<file path="src/rtl/fetch_unit_pkg.sv">
// Shared definitions for the instruction-fetch sequencer: opcode and state
// encodings, the halt word and the branch-offset field width.
package fetch_unit_pkg;

  localparam int INSTR_W  = 9;
  localparam int OPC_W    = 3;
  localparam int BR_OFF_W = 6;

  // Opcode lives in instruction[8:6], operand/offset field in instruction[5:0].
  typedef enum logic [OPC_W-1:0] {
    ADD_OP = 3'd0,
    SUB_OP = 3'd1,
    AND_OP = 3'd2,
    OR_OP  = 3'd3,
    XOR_OP = 3'd4,
    LD_OP  = 3'd5,
    ST_OP  = 3'd6,
    BR_OP  = 3'd7
  } opcode_t;

  typedef enum logic [1:0] {
    IDLE   = 2'd0,
    FETCH  = 2'd1,
    EXEC   = 2'd2,
    HALTED = 2'd3
  } fetch_state_t;

  // A branch with a zero offset would spin forever, so it doubles as HALT.
  localparam logic [INSTR_W-1:0] HALT_INSTR = {BR_OP, {BR_OFF_W{1'b0}}};

  function automatic opcode_t get_opcode(input logic [INSTR_W-1:0] instr);
    return opcode_t'(instr[INSTR_W-1 -: OPC_W]);
  endfunction

endpackage

</file>
<file path="src/rtl/fetch_unit_if.sv">
// Bus bundle between the fetch sequencer and its environment (start/done
// handshake, instruction memory, datapath branch flag, decoder outputs).
//
// Handshake semantics:
//   start       - one-cycle pulse from the environment; honoured only in IDLE
//                 or HALTED, ignored while a program is running.
//   imem_rd     - read strobe; imem_data carries mem[imem_addr] exactly one
//                 cycle after the cycle imem_rd was high (no back-pressure).
//   init        - low exactly in the cycle an instruction executes; while low,
//                 instruction/pc describe that instruction and br_taken is
//                 sampled at the end of the cycle (BR_OP only).
//   done        - level, high for as long as the sequencer sits in HALTED.
interface fetch_unit_if #(
  parameter int PC_W = 8
);
  import fetch_unit_pkg::*;

  logic                start;
  logic [PC_W-1:0]     imem_addr;
  logic                imem_rd;
  logic [INSTR_W-1:0]  imem_data;
  logic                br_taken;
  logic [INSTR_W-1:0]  instruction;
  logic                init;
  logic [PC_W-1:0]     pc;
  logic                done;

  modport master (
    input  start, imem_data, br_taken,
    output imem_addr, imem_rd, instruction, init, pc, done
  );

  modport slave (
    output start, imem_data, br_taken,
    input  imem_addr, imem_rd, instruction, init, pc, done
  );

endinterface

</file>
<file path="src/rtl/fetch_unit_next_pc.sv">
// Next-PC rule for the executing instruction: halt holds the pc, a taken
// branch adds the sign-extended 6-bit offset, anything else steps by one.
// All arithmetic wraps modulo 2^PC_W. PC_W must be at least BR_OFF_W.
module fetch_unit_next_pc
  import fetch_unit_pkg::*;
#(
  parameter int PC_W = 8
) (
  input  logic [PC_W-1:0]    pc,
  input  logic [INSTR_W-1:0] instruction,
  input  logic               br_taken,
  output logic [PC_W-1:0]    pc_next,
  output logic               is_halt
);

  logic            is_br;
  logic [PC_W-1:0] off_ext;

  // Decode halt/branch and select the successor address.
  always_comb begin
    is_br   = (get_opcode(instruction) == BR_OP);
    is_halt = (instruction == HALT_INSTR);
    off_ext = {{(PC_W-BR_OFF_W){instruction[BR_OFF_W-1]}},
               instruction[BR_OFF_W-1:0]};
    pc_next = pc + PC_W'(1);
    if (is_halt) begin
      pc_next = pc;
    end else if (is_br && br_taken) begin
      pc_next = pc + off_ext;
    end
  end

endmodule

</file>
<file path="src/rtl/fetch_unit.sv">
// Instruction-fetch sequencer: two cycles per instruction (FETCH issues the
// memory read, EXEC presents the returned word to the decoder with init low),
// runs from START_PC until the halt word and then reports done.
module fetch_unit
  import fetch_unit_pkg::*;
#(
  parameter int              PC_W     = 8,
  parameter logic [PC_W-1:0] START_PC = '0
) (
  input  logic          clk,
  input  logic          reset,
  fetch_unit_if.master  bus,
  output fetch_state_t  dbg_state
);

  fetch_state_t        state_q, state_d;
  // Address of the next word to fetch (drives imem_addr).
  logic [PC_W-1:0]     fetch_addr_q, fetch_addr_d;
  // Address of the word held in / presented on instruction.
  logic [PC_W-1:0]     pc_q, pc_d;
  // Copy of the last executed word, shown outside EXEC.
  logic [INSTR_W-1:0]  instr_q, instr_d;

  logic [PC_W-1:0]     pc_next;
  logic                is_halt;
  logic                imem_rd;
  logic                init;
  logic                done;
  logic [INSTR_W-1:0]  instr_out;

  fetch_unit_next_pc #(.PC_W(PC_W)) u_next_pc (
    .pc          (pc_q),
    .instruction (bus.imem_data),
    .br_taken    (bus.br_taken),
    .pc_next     (pc_next),
    .is_halt     (is_halt)
  );

  // State, address and instruction registers; reset discards any read in flight.
  always_ff @(posedge clk or posedge reset) begin
    if (reset) begin
      state_q      <= IDLE;
      fetch_addr_q <= '0;
      pc_q         <= '0;
      instr_q      <= '0;
    end else begin
      state_q      <= state_d;
      fetch_addr_q <= fetch_addr_d;
      pc_q         <= pc_d;
      instr_q      <= instr_d;
    end
  end

  // Sequencer next-state and decoder-facing outputs.
  always_comb begin
    state_d      = state_q;
    fetch_addr_d = fetch_addr_q;
    pc_d         = pc_q;
    instr_d      = instr_q;
    imem_rd      = 1'b0;
    init         = 1'b1;
    done         = 1'b0;
    instr_out    = instr_q;
    case (state_q)
      IDLE: begin
        if (bus.start) begin
          fetch_addr_d = START_PC;
          state_d      = FETCH;
        end
      end
      FETCH: begin
        imem_rd = 1'b1;
        // The word read now is the one executing next cycle.
        pc_d    = fetch_addr_q;
        state_d = EXEC;
      end
      EXEC: begin
        init      = 1'b0;
        // Memory data is only valid this cycle, so bypass it straight out
        // and keep a registered copy for the following cycles.
        instr_out = bus.imem_data;
        instr_d   = bus.imem_data;
        if (is_halt) begin
          state_d = HALTED;
        end else begin
          fetch_addr_d = pc_next;
          state_d      = FETCH;
        end
      end
      HALTED: begin
        done = 1'b1;
        if (bus.start) begin
          fetch_addr_d = START_PC;
          state_d      = FETCH;
        end
      end
      default: begin
        state_d = IDLE;
      end
    endcase
  end

  assign bus.imem_addr   = fetch_addr_q;
  assign bus.imem_rd     = imem_rd;
  assign bus.init        = init;
  assign bus.done        = done;
  assign bus.pc          = pc_q;
  assign bus.instruction = instr_out;
  assign dbg_state       = state_q;

endmodule
</file>
<file path="src/flat_wrapper.sv">
// flat-port wrapper written by rule: the top's interface ports become plain ports
module fetch_unit_flat import fetch_unit_pkg::*;
#(
  parameter int              PC_W     = 8,
  parameter logic [PC_W-1:0] START_PC = '0
)
  (clk, reset, dbg_state, bus_start, bus_imem_data, bus_br_taken, bus_imem_addr, bus_imem_rd, bus_instruction, bus_init, bus_pc, bus_done);
  fetch_unit_if #(.PC_W(PC_W)) bus_i ();
  input  logic clk;
  input  logic reset;
  output fetch_state_t dbg_state;
  input wire logic [$bits(bus_i.start)-1:0] bus_start;
  input wire logic [$bits(bus_i.imem_data)-1:0] bus_imem_data;
  input wire logic [$bits(bus_i.br_taken)-1:0] bus_br_taken;
  output wire logic [$bits(bus_i.imem_addr)-1:0] bus_imem_addr;
  output wire logic [$bits(bus_i.imem_rd)-1:0] bus_imem_rd;
  output wire logic [$bits(bus_i.instruction)-1:0] bus_instruction;
  output wire logic [$bits(bus_i.init)-1:0] bus_init;
  output wire logic [$bits(bus_i.pc)-1:0] bus_pc;
  output wire logic [$bits(bus_i.done)-1:0] bus_done;
  assign bus_i.start = bus_start;
  assign bus_i.imem_data = bus_imem_data;
  assign bus_i.br_taken = bus_br_taken;
  assign bus_imem_addr = bus_i.imem_addr;
  assign bus_imem_rd = bus_i.imem_rd;
  assign bus_instruction = bus_i.instruction;
  assign bus_init = bus_i.init;
  assign bus_pc = bus_i.pc;
  assign bus_done = bus_i.done;
  fetch_unit #(.PC_W(PC_W), .START_PC(START_PC)) u_core (.clk(clk), .reset(reset), .bus(bus_i), .dbg_state(dbg_state));
endmodule
</file>
<file path="config.mk">
export PLATFORM = sky130hd
export DESIGN_NAME = fetch_unit_flat
export DESIGN_NICKNAME = d
export VERILOG_FILES = /design/src/rtl/fetch_unit_pkg.sv /design/src/rtl/fetch_unit_if.sv /design/src/rtl/fetch_unit_next_pc.sv /design/src/rtl/fetch_unit.sv /design/src/flat_wrapper.sv
export SDC_FILE = /design/constraint.sdc
export NUM_CORES = 1
export LEC_CHECK = 0
export BUFFER_PORTS_ARGS = -buffer_cell sky130_fd_sc_hd__buf_2
export CAP_MARGIN = 20
export CORE_ASPECT_RATIO = 1.25
export CORE_UTILIZATION = 54
export CTS_BUF_LIST = sky130_fd_sc_hd__clkbuf_4
export CTS_CLUSTER_SIZE = 24
export DETAILED_ROUTE_END_ITERATION = 8
export GPL_TIMING_DRIVEN = 1
export PLACE_DENSITY = 0.82
export RECOVER_POWER = 25
export SLEW_MARGIN = 20
export SYNTH_ARGS = -nofsm -noshare
export SYNTH_HDL_FRONTEND = slang
export SYNTH_HIERARCHICAL = 1
export SYNTH_SLANG_ARGS = --single-unit
</file>
<file path="constraint.sdc">
create_clock -name clk -period 2.7 [get_ports clk]
set_clock_uncertainty 0.1 [all_clocks]
set_input_delay 0.54 -clock clk [delete_from_list [all_inputs] [get_ports clk]]
set_output_delay 0.54 -clock clk [all_outputs]
set_load 0.05 [all_outputs]
</file>
# [After elaboration in Yosys (flattened, before gate mapping)]
# Index checks and enable logic that the tools add are counted.
[totals] register_bits=27 wordCells=29 output_inout_bits=30
[op_classes] n_eq_ne=7 n_addsub=2 n_reduce_logical=5 muxes=11
[op_table] op="$mux 8" count=3
[op_table] op="$pmux 8 s2" count=1
[op_table] op="$eq 9x9->1 const B" count=1
[op_table] op="$mux 9" count=1
[op_table] op="$add 8x1->8 const B" count=1
[op_table] op="$add 8x8->8" count=1
[op_table] op="$pmux 2 s3" count=1
[op_table] op="$eq 2x2->1 const B" count=2
[op_table] op="$mux 2" count=2
[op_table] op="$eq 3x3->1 const B" count=1
[op_table] op="$mux 1" count=3
[op_table] op="$reduce_and 3->1" count=1
[op_table] op="$eq 2x1->1 const B" count=1
[op_table] op="$logic_not 2->1" count=1
[op_table] op="$ne 2x1->1 const B" count=1
[op_table] op="$ne 2x2->1 const B" count=1
[op_table] op="$reduce_bool 2->1" count=1
[op_table] op="$reduce_or 2->1" count=1
[op_table] op="$logic_and 1x1->1" count=1

# [Longest topological paths before layout]
# Gate-level depths: netlist of run 1.
[logic_depth] depth_word=5 mapped_depth=13

# [Modules after synthesis]
# Netlist of run 1, hierarchy kept.
[modules_own_cells] mod="fetch_unit" cells_per_inst=81 area_per_inst_um2=1148.6 instances=1 seq_area_each_um2=675.6
[modules_own_cells] mod="fetch_unit_next_pc" cells_per_inst=58 area_per_inst_um2=411.6 instances=1 seq_area_each_um2=0.0

# [Worst setup path after synthesis of run 1]
# OpenSTA, ideal clock, no wires.
[synth_timing] path_type="input -> register" startpoint="input bus_imem_data[0]" endpoint="register u_core.fetch_addr_q[6], in the netlist u_core/bus.imem_addr[6]" slack_ns=-0.167 required_time_ns=2.482 t_arrival_ns=2.649 setup_ns=0.118 stages=13 cell_sequence="nand4b_1 -> inv_1 -> nand2_1 -> ha_1 -> inv_1 -> fa_1 -> nor2b_1 -> o31a_1 -> or4_1 -> a21oi_1 -> xor2_1 -> a32o_1 -> a21o_1"
[synth_via] elab_chain_len=4 elab_cells_between_ends=7
[synth_lines] item="start: declaration" line_no="flat_wrapper.sv:13" rtl="input wire logic [$bits(bus_i.imem_data)-1:0] bus_imem_data;"
[synth_lines] item="$add 8x8->8" line_no="fetch_unit_next_pc.sv:29" rtl="pc_next = pc + off_ext;"
[synth_lines] item="$mux 8" line_no="fetch_unit_next_pc.sv:28" rtl="end else if (is_br && br_taken) begin"
[synth_lines] item="via u_core.pc_next[6]" line_no="fetch_unit.sv:24" rtl="logic [PC_W-1:0] pc_next;"
[synth_lines] item="$mux 8" line_no="fetch_unit.sv:83" rtl="if (is_halt) begin"
[synth_lines] item="$pmux 8 s2" line_no="fetch_unit.sv:64" rtl="case (state_q)"
[synth_lines] item="end signal: assignment" line_no="fetch_unit.sv:48" rtl="fetch_addr_q <= fetch_addr_d;"
[synth_lines] item="end: declaration" line_no="fetch_unit.sv:18" rtl="logic [PC_W-1:0] fetch_addr_q, fetch_addr_d;"
# The timed path passes the listed nets, and every way through them passes these cells. The select of a mux whose other input is x is not followed.
# A chain may end at the register's enable or synchronous reset.

# [Worst setup path after layout of run 1]
# Same ends and word-level chain as after synthesis.

==> results.toml, run 1 <==
[outcome]
status = "finished, final reports clean"

[hold_path]
hold_class = "in2reg"
min-delay-start = "bus_imem_data[0]"

[finish]
antennaDiodeCount = 0
final.fill_count = 222
nets = 218
syn_to_final_growth_pct = 23.4
drive_gt1_share_pct = 44.3
multiInputGateArea_sq_um = 847
seqCellArea_sq_um = 676

[placed_design]
place_congestion = 0.954
hpwlAfterDp_mm = 2.61
numPortBuffers = 42

[synth]
synth_cell_type_count = 37
netlist_area_sq_um = 1560
synth_nets = 162
avgSynthCellArea_sq_um = 11.2
ys_ff_latch = 27
netlist_instances = 139
synth-warning-count = 6
ys_seq_area_share_pct = 43.3

[clocking]
cts_resized = 0
insertion_delay_ns = 0.32
ctsHoldBuffers = 0
cts_root_buffer = "clkbuf_4"
ctsLongestPathBuffers = 2
cts_sinks = 27
cts_buffers = 3
htree_levels = 1
post_cts_buffers = 0
clk_pin_slew_ns = 0.14
tritoncts = "built"

[worst_setup_path]
crit_fanout = 2
critical_path_required_ns = 2.83
arrival_ns = 2.79
setup.worst_path.start_class = "input port"
endpoint_kind = "register"
path_class = "in2reg"
cp-startpoint = "bus_imem_data[0]"
r2r-start = "u_core/bus.pc[0]$_DFFE_PP0P_"

[route]
drt-total-wl_mm = 3.39
drtIter0Drc = 53
drc = 0
vias = 1306
vias_per_cell = 5.73
drt-pass1-iter-count = 4
drtAntennaViolNets = 0
wl_per_cell_um = 14.9

[power_and_ir_drop]
p_per_area_nw_per_um2 = 1160
ir_drop_mv = 0.906
power_mw = 2.23
leakagePower_nw = 1.08

[grt]
grt_first_pass_wirelength_mm = 5.73
grt_use_total_pct = 24.9
antenna_found_initial = 0
grt_max_degree = 28
grt_overflow = 0
grt_pass1_vias = 1357

[sta]
hold_violations = 0
relSlewSlack_pct = 7.21
layout_min_cycle_time_ns = 2.66
drv_slew = 0
fmax_mhz = 376
rsz0062_at_grt = "true"
tightest_slew_ns = 1.39
setup_violations = 0
period_share_pct = 98.5
hold_slack_ns = 0.368

[die]
initial_utilization_pct = 57.7
core_area_sq_um = 2710
dieArea_sq_um = 3110
die-height_um = 62.1
num_io_pins = 43
rows = 21
die_w_um = 50.1

[flow_run]
maxCapViolCount = 0
==> layout by cell type (no fill, tap or decap), drive strengths merged, types with 8 or more instances in the layout <==
master	synthesis	final
ha	9	9
buf	3	53
a32o	8	8
mux2	17	17
a21o	10	10
nand2	9	9
dfrtp	27	27
inv	9	9
==> report_power, final <==
| part | internal [mW] | switching [mW] |
|---|---|---|
| sequential | 0.543 | 0.0948 |
| combinational | 0.402 | 1.01 |
| clock | 0.0679 | 0.115 |
==> through the flow <==
step	instances	setup TNS [ns]	utilization, %	cell area [sq um]	setup slack, ns
CTS	228	0	70.8	1920	0.0302
global placement	224	-0.660	69.7	1890	-0.236
floorplan	139	-0.165	-	1560	-0.165
detailed placement	224	-0.862	69.7	1890	-0.294
finish	228	0	71.2	1930	0.0407
global route	228	-0.0389	71.2	1930	-0.0389
==> final timing paths <==
path | endpoint | slack (ns) | cells past startpoint
setup / recovery | u_core/bus.imem_addr[6]$_DFFE_PP0P_ | 0.04 | 14
hold / removal | u_core/instr_q[0]$_DFF_PP0_ | 0.37 | 2
setup reg to reg | u_core/bus.imem_addr[6]$_DFFE_PP0P_ | 0.21 | 10
hold reg to reg | u_core/instr_q[0]$_DFF_PP0_ | 0.41 | 1
max in group asynchronous | u_core/instr_q[2]$_DFF_PP0_ | 1.14 | 3
min in group asynchronous | u_core/bus.pc[4]$_DFFE_PP0P_ | 0.55 | 3
==> registers in the layout, indices dropped and copies added (netlist names) <==
register	cells
u_core/bus.imem_addr	8
u_core/bus.pc	8
u_core/dbg_state	2
u_core/instr_q	9
==> synthesized netlist by cell type <==
cell type / number / share of area (%)
xor2_1: 5 / 2.8
a21o_1: 10 / 4.8
o21bai_1: 1 / 0.48
mux2i_1: 2 / 1.3
nor3_1: 1 / 0.32
a32o_1: 8 / 5.1
o21ai_2: 1 / 0.56
a211oi_1: 2 / 0.96
or3_4: 1 / 0.72
nor2b_1: 2 / 0.80
and2_1: 3 / 1.2
o21ai_0: 2 / 0.64
o31a_1: 1 / 0.56
ha_1: 9 / 7.2
buf_2: 2 / 0.64
nand2b_1: 1 / 0.40
nor2_1: 5 / 1.2
fa_1: 1 / 1.3
o21ai_1: 2 / 0.64
o221ai_1: 1 / 0.56
mux2_2: 17 / 12
nand3_1: 1 / 0.32
nand4b_1: 1 / 0.56
nor3_2: 1 / 0.64
inv_2: 1 / 0.24
or3_1: 1 / 0.40
o211ai_1: 1 / 0.48
nand4_1: 1 / 0.40
nand2_1: 9 / 2.2
and4_1: 1 / 0.56
buf_6: 1 / 0.72
a21oi_1: 5 / 1.6
dfrtp_1: 27 / 43
o21a_1: 1 / 0.48
or4_4: 1 / 0.72
inv_1: 8 / 1.9
or4_1: 2 / 0.96
==> metal layers <==
layer / share of wire (%) / wire [um] / track usage (%) / vias to the layer above
li1: - / - / - / 619
met1: 39 / 1320 / 25.7 / 626
met3: 4.2 / 141 / 3.65 / 12
met2: 53 / 1810 / 48.2 / 49
met4: 3.4 / 116 / 14.3 / 0
met5: 0 / 0 / 0 / -
==> cells by family after synthesis <==
kind of cell	count (synthesis)	synth area share [%]
AOI/OAI and AO/OA	35	16.9
xor gates and xnor gates	5	2.81
adders and majority gates	10	8.50
buffers and inverters	12	3.53
DFF	27	43.3
muxes	19	13.6
and+or+nand+nor	31	11.4
==> final cells by class <==
cell class / instances / area share (%)
multi-input cells: 100 / 44.0
flip-flops and latches: 27 / 35.1
repair buffers: 54 / 15.4
well taps: 34 / 2.21
inverters: 9 / 1.75
clock buffers: 4 / 1.56
==> critical path, stage by stage <==
cell	delay (ns)
buf_2	0.10
nand4b_1	0.18
inv_1	0.07
nand2_1	0.07
ha_2	0.19
inv_2	0.06
fa_2	0.21
nor2b_2	0.06
o31a_1	0.27
or4_4	0.42
a21oi_2	0.16
xor2_1	0.07
a32o_1	0.24
a21o_1	0.14
(Power assumes the default switching activity.)
==> inputs of run 2 (changes only) <==
Settings changed: CORE_UTILIZATION 54 to 53, REMOVE_ABC_BUFFERS set to 1, SYNTH_HIERARCHICAL 1 to not set.
==> run 2 against run 1 <==
Worst setup slack better by 0.094 ns. Wire length down 21%. Highest routed layer unchanged. Via count down 19%.
==> results.toml, run 2 <==
[hold_path]
whs_endpoint = "u_core.instr_q[2]$_DFF_PP0_"
hold_depth = 2
hold_class = "in2reg"
min-delay-start = "bus_imem_data[2]"

[worst_setup_path]
cp_slowest_stage_delay_ns = 0.47
crit_fanout = 11
path_class = "reg2out"
endpoint_kind = "output pin"
crit_family = "flip-flops"
r2r_slack_ns = 0.55
crit_buf_inv = 2
arrival_ns = 1.93
critPathSlowestCell = "dfrtp_1"
worst-r2r-cell-count = 6
setup.worst_path.start_class = "register"
cp_cell_sequence = "inv_1 > ha_1 > mux2_2 > buf_2"
r2r-end = "u_core.bus.imem_addr[3]$_DFFE_PP0P_"
critical_path_required_ns = 2.06
r2r-start = "u_core.dbg_state[0]$_DFFE_PP0N_"

[grt]
grt_max_degree = 28
grt_pass1_vias = 1066
grt_overflow = 0
grt_first_pass_wirelength_mm = 4.53
top_usage_layer = "met2"
antenna_found_initial = 0
gr-usage-met3_pct = 2.54
grt_use_total_pct = 20.4
gr-usage-met1_pct = 22.1
met2_usage_pct = 40.6

[synth]
synth.top_cells.by_area = "dfrtp_1 47%, mux2_2 13%, ha_1 9.6%"
netlist_instances = 117
ys_ff_latch = 27
ys_seq_area_share_pct = 47.3
avgSynthCellArea_sq_um = 12.2
synthTopCellsByCount = "27 x dfrtp_1, 17 x mux2_2, 11 x ha_1"
netlist_area_sq_um = 1430
synth_edf_count = 0
synth.most_common_cell = "dfrtp_1"
synth.top_cell.area_share_pct = 47.3
synth_cell_type_count = 36
synth-main-ff-cell = "dfrtp_1"
ys_async_sr_fraction_pct = 100
synth_top_area_cell = "dfrtp_1"
synth-warning-count = 0

[route]
vias = 1064
wl_per_cell_um = 13.7
drc = 0
drt-pass1-iter-count = 4
vias_per_cell = 5.46
drt-total-wl_mm = 2.67
drtAntennaViolNets = 0
drtIter0Drc = 12

[outcome]
status = "finished, final reports clean"

[die]
die_w_um = 48.4
initial_utilization_pct = 57.0
num_io_pins = 43
dieArea_sq_um = 2910
die-height_um = 60.0
core_area_sq_um = 2500
rows = 20

[sta]
tightest_slew_ns = 1.40
drv_slew = 0
rsz0062_at_grt = "false"
relSlewSlack_pct = 6.49
hold_violations = 0
layout_min_cycle_time_ns = 2.57
setup_violations = 0
period_share_pct = 95.0
setup_ws_ns = 0.135
fmax_mhz = 390

[finish]
multiInputGateArea_sq_um = 721
seqCellArea_sq_um = 676
final_common_cell = "buf_2"
syn_to_final_growth_pct = 19.4
antennaDiodeCount = 0
largest_reg_flops = 9
regMostFlops = "u_core.instr_q"
layout_common_cells = "42 x buf_2, 27 x dfrtp_1, 17 x mux2_2"
drive_gt1_share_pct = 44.4
final.fill_count = 214
final_cells = 195
nets = 188

[clocking]
htree_levels = 1
clk_pin_slew_ns = 0.14
post_cts_buffers = 0
cts_sinks = 27
cts_buffers = 3
cts_root_buffer = "clkbuf_4"
ctsLongestPathBuffers = 2
cts_resized = 0
tritoncts = "built"
insertion_delay_ns = 0.32
ctsHoldBuffers = 0

[placed_design]
dp.cells = 191
hpwlAfterDp_mm = 2.16
numPortBuffers = 42
place_congestion = 0.805
place_ws_ns = -0.0229

[flow_run]
maxCapViolCount = 0
run 2: cell types whose count changed in the layout (fill, tap and decap cells not counted), sizes merged, moves of 3 or more:
cell	change
xnor2	+4
buf	-10
a32o	-8
or4	-3
nor2	-4
a21o	-8
a22o	+4
inv	-5
nand2	-4
run 2: through the flow:
step	instance area, sq um	hold slack, ns	setup TNS, ns	util [%]
after global routing	1700	0.373	0	68.1
after global placement	1680	0.375	0	67.1
after floorplan	1410	0.493	0	-
final	1700	0.385	0	68.1
after detailed placement	1680	0.389	-0.0229	67.1
after CTS	1710	0.155	0	68.3
run 2: how the worst max path moves through the flow:
stage	start	to	depth (start not counted)
floorplan	bus_br_taken	u_core.bus.imem_addr[6]$_DFFE_PP0P_	9
global placement	bus_imem_data[8]	u_core.bus.imem_addr[6]$_DFFE_PP0P_	10
detailed placement	bus_imem_data[7]	u_core.bus.imem_addr[6]$_DFFE_PP0P_	10
CTS	u_core.dbg_state[0]$_DFFE_PP0N_	bus_instruction[5]	4
global route	u_core.dbg_state[0]$_DFFE_PP0N_	bus_instruction[3]	4
finish	u_core.dbg_state[0]$_DFFE_PP0N_	bus_instruction[1]	4
run 2: cell type report:
type                       instances  share of cell area [%]
multi-input combinational         83                    42.3
inverter                           4                   0.881
tap                               33                    2.42
timing repair buffer              44                    13.0
clock buffer                       4                    1.76
sequential                        27                    39.6
run 2: cell families (layout without fill, tap and decap cells):
| kind of cell | after synthesis | count (layout) | share of synthesized area (%) |
|---|---|---|---|
| flops | 27 | 27 | 47.3 |
| simple gates | 26 | 26 | 11.7 |
| compound gates | 21 | 21 | 10.1 |
| mux | 17 | 17 | 13.4 |
| fa+ha+maj | 12 | 12 | 11.0 |
| xor+xnor | 7 | 7 | 4.29 |
| buf+inv | 7 | 52 | 2.19 |
run 2: metal layers:
layer / wire length, um / part of all wire [%] / up-vias
li1: - / - / 508
met1: 1100 / 41 / 519
met2: 1420 / 53 / 33
met3: 107 / 4.0 / 4
met4: 36 / 1.3 / 0
met5: 0 / 0 / -
Power of run 2 is left out: the tool's default activity adds up to more than one toggle a clock period on the data nets, which glitch-free logic cannot reach.
==> inputs of run 3 (changes only) <==
Settings changed: CORE_UTILIZATION 53 to 54, SYNTH_HIERARCHICAL set to 1.
==> run 3 against run 2 <==
The run now ends with max-capacitance violations, max-slew violations left. Fmax is 1.8% lower. First-iteration DRC count is 120% higher. Flip-flop and latch count stayed put. Via count is 24% higher. Sequential share of layout area is 4.7 points lower. Cell area is 13% higher. Worst setup slack worse by 0.046 ns. Wire length is 34% higher. Register-to-register slack worse by 0.31 ns. Global-route usage is 4.5 points higher. Critical path depth is 10 higher. Critical path type is now in2reg.
==> results.toml, run 3 (synthesis results as in run 1) <==
[power_and_ir_drop]
p_switching_mw = 1.25
p_per_area_nw_per_um2 = 1180
leakagePower_nw = 1.08
p_comb_share_pct = 63.9
power_mw = 2.27
switching_share_pct = 55.3
p_int_mw = 1.02
pwr-share-seq_pct = 28.3
ir_drop_mv = 1.15
clock_power_share_pct = 7.8

[finish]
regMostFlops = "u_core/instr_q"
final.fill_count = 199
final_area_sq_um = 1930
drive_gt1_share_pct = 44.6
largest_reg_flops = 9
nets = 219
antennaDiodeCount = 0
final_common_cell = "buf_2"
fin_util_pct = 71.3
syn_to_final_growth_pct = 23.7
layout_common_cells = "42 x buf_2, 27 x dfrtp_1, 17 x mux2_2"
final_cells = 229

[clocking]
htree_levels = 1
insertion_delay_ns = 0.33
cts_root_buffer = "clkbuf_4"
cts_sinks = 27
ctsLongestPathBuffers = 2
ctsHoldBuffers = 0
cts_buffers = 3
clk_pin_slew_ns = 0.15
tritoncts = "built"

[grt]
grt_pass1_vias = 1233
grt_use_total_pct = 24.8
grt_max_degree = 28
grt_first_pass_wirelength_mm = 5.77
grt_overflow = 0
antenna_found_initial = 0

[die]
die-height_um = 62.1
core_area_sq_um = 2710
rows = 21
initial_utilization_pct = 57.7
dieArea_sq_um = 3110
die_w_um = 50.1
num_io_pins = 43

[sta]
drv_slew = 27
relSlewSlack_pct = -0.392
rsz0062_at_grt = "true"
hold_slack_ns = 0.366
fmax_mhz = 383
layout_min_cycle_time_ns = 2.61
setup_violations = 0
tightest_slew_ns = 1.51
setup_ws_ns = 0.0891
hold_violations = 0
setup_tns_ns = 0
period_share_pct = 96.7

[placed_design]
postPlaceCellArea_sq_um = 1890
place_ws_ns = -0.295
hpwlAfterDp_mm = 2.73
place_congestion = 0.896
dp.cells = 225
numPortBuffers = 42

[worst_setup_path]
r2r_slack_ns = 0.24
setup.worst_path.start_class = "input port"
path_class = "in2reg"
arrival_ns = 2.75
worst-r2r-cell-count = 10
endpoint_kind = "register"
r2r-end = "u_core/bus.imem_addr[6]$_DFFE_PP0P_"
crit_fanout = 2
r2r-start = "u_core/bus.pc[0]$_DFFE_PP0P_"
crit_end = "u_core/bus.imem_addr[6]$_DFFE_PP0P_"
critical_path_required_ns = 2.83
cp-startpoint = "bus_imem_data[0]"

[route]
vias_per_cell = 5.78
drtAntennaViolNets = 0
drt-pass1-iter-count = 6
drtIter0Drc = 26
vias = 1323
drt-total-wl_mm = 3.58
wl_per_cell_um = 15.6
drc = 0

[outcome]
status = "complete, but fails checks"
violations = "max-capacitance violations, max-slew violations"

[hold_path]
hold_class = "in2reg"

[flow_run]
maxCapViolCount = 1
## run 3: cell count changes in the layout (fill, tap and decap cells not counted), sizes merged, moves of 3 or more
cell and change:
or4 +3, buf +11, a32o +8, a21o +8
a22o -4, nor2 +4, xnor2 -4, nand2 +4
inv +5
## run 3: final cells by class
type	count	area, sq um	area share [%]
multi-input combinational	100	847	43.9
sequential	27	676	35.0
timing repair buffer	55	304	15.7
tap	34	42.5	2.20
inverter	9	33.8	1.75
clock buffer	3	22.5	1.17
clock inverter	1	5.00	0.259
## run 3: worst min path at each step
stage | to | start | depth (start not counted) | slack, ns
2_1_floorplan | u_core/bus.imem_addr[0]$_DFFE_PP0P_ | reset | 1 | 0.49
3_3_place_gp | u_core/instr_q[0]$_DFF_PP0_ | u_core/instr_q[0]$_DFF_PP0_ | 1 | 0.38
3_5_place_dp | u_core/instr_q[7]$_DFF_PP0_ | u_core/instr_q[7]$_DFF_PP0_ | 1 | 0.38
4_1_cts | u_core/instr_q[0]$_DFF_PP0_ | reset | 3 | 0.14
5_1_grt | u_core/instr_q[0]$_DFF_PP0_ | bus_imem_data[0] | 2 | 0.37
6_report | u_core/instr_q[0]$_DFF_PP0_ | bus_imem_data[0] | 2 | 0.37
## run 3: timing repair
action                     CTS  global route
setup endpoints to repair    0            11
setup buffers                0             0
resized for setup            0             8
## run 3: critical path, stage by stage
cell,delay [ns]
buf_2,0.10
nand4b_1,0.18
inv_1,0.07
nand2_1,0.07
ha_2,0.19
inv_2,0.05
fa_2,0.19
nor2b_1,0.05
o31a_1,0.24
or4_1,0.42
a21oi_2,0.16
xor2_1,0.08
a32o_1,0.25
a21o_1,0.15
## run 3: per-layer routing
layer | global-route usage [%] | vias to the layer above | wire, um
met2 | 44.6 | 46 | 1800
li1 | - | 625 | -
met4 | 8.98 | 0 | 55
met5 | 0 | - | 0
met3 | 2.92 | 4 | 182
met1 | 30.9 | 648 | 1550
## run 3: power by group through the flow
stage | logic (mW) | clock network (mW) | registers (mW)
2_1_floorplan | 0.871 | 0 | 0.869
3_5_place_dp | 1.43 | 0 | 0.655
4_1_cts | 1.44 | 0.184 | 0.645
3_3_place_gp | 1.40 | 0 | 0.638
5_1_grt | 1.53 | 0.196 | 0.663
6_report | 1.45 | 0.177 | 0.643
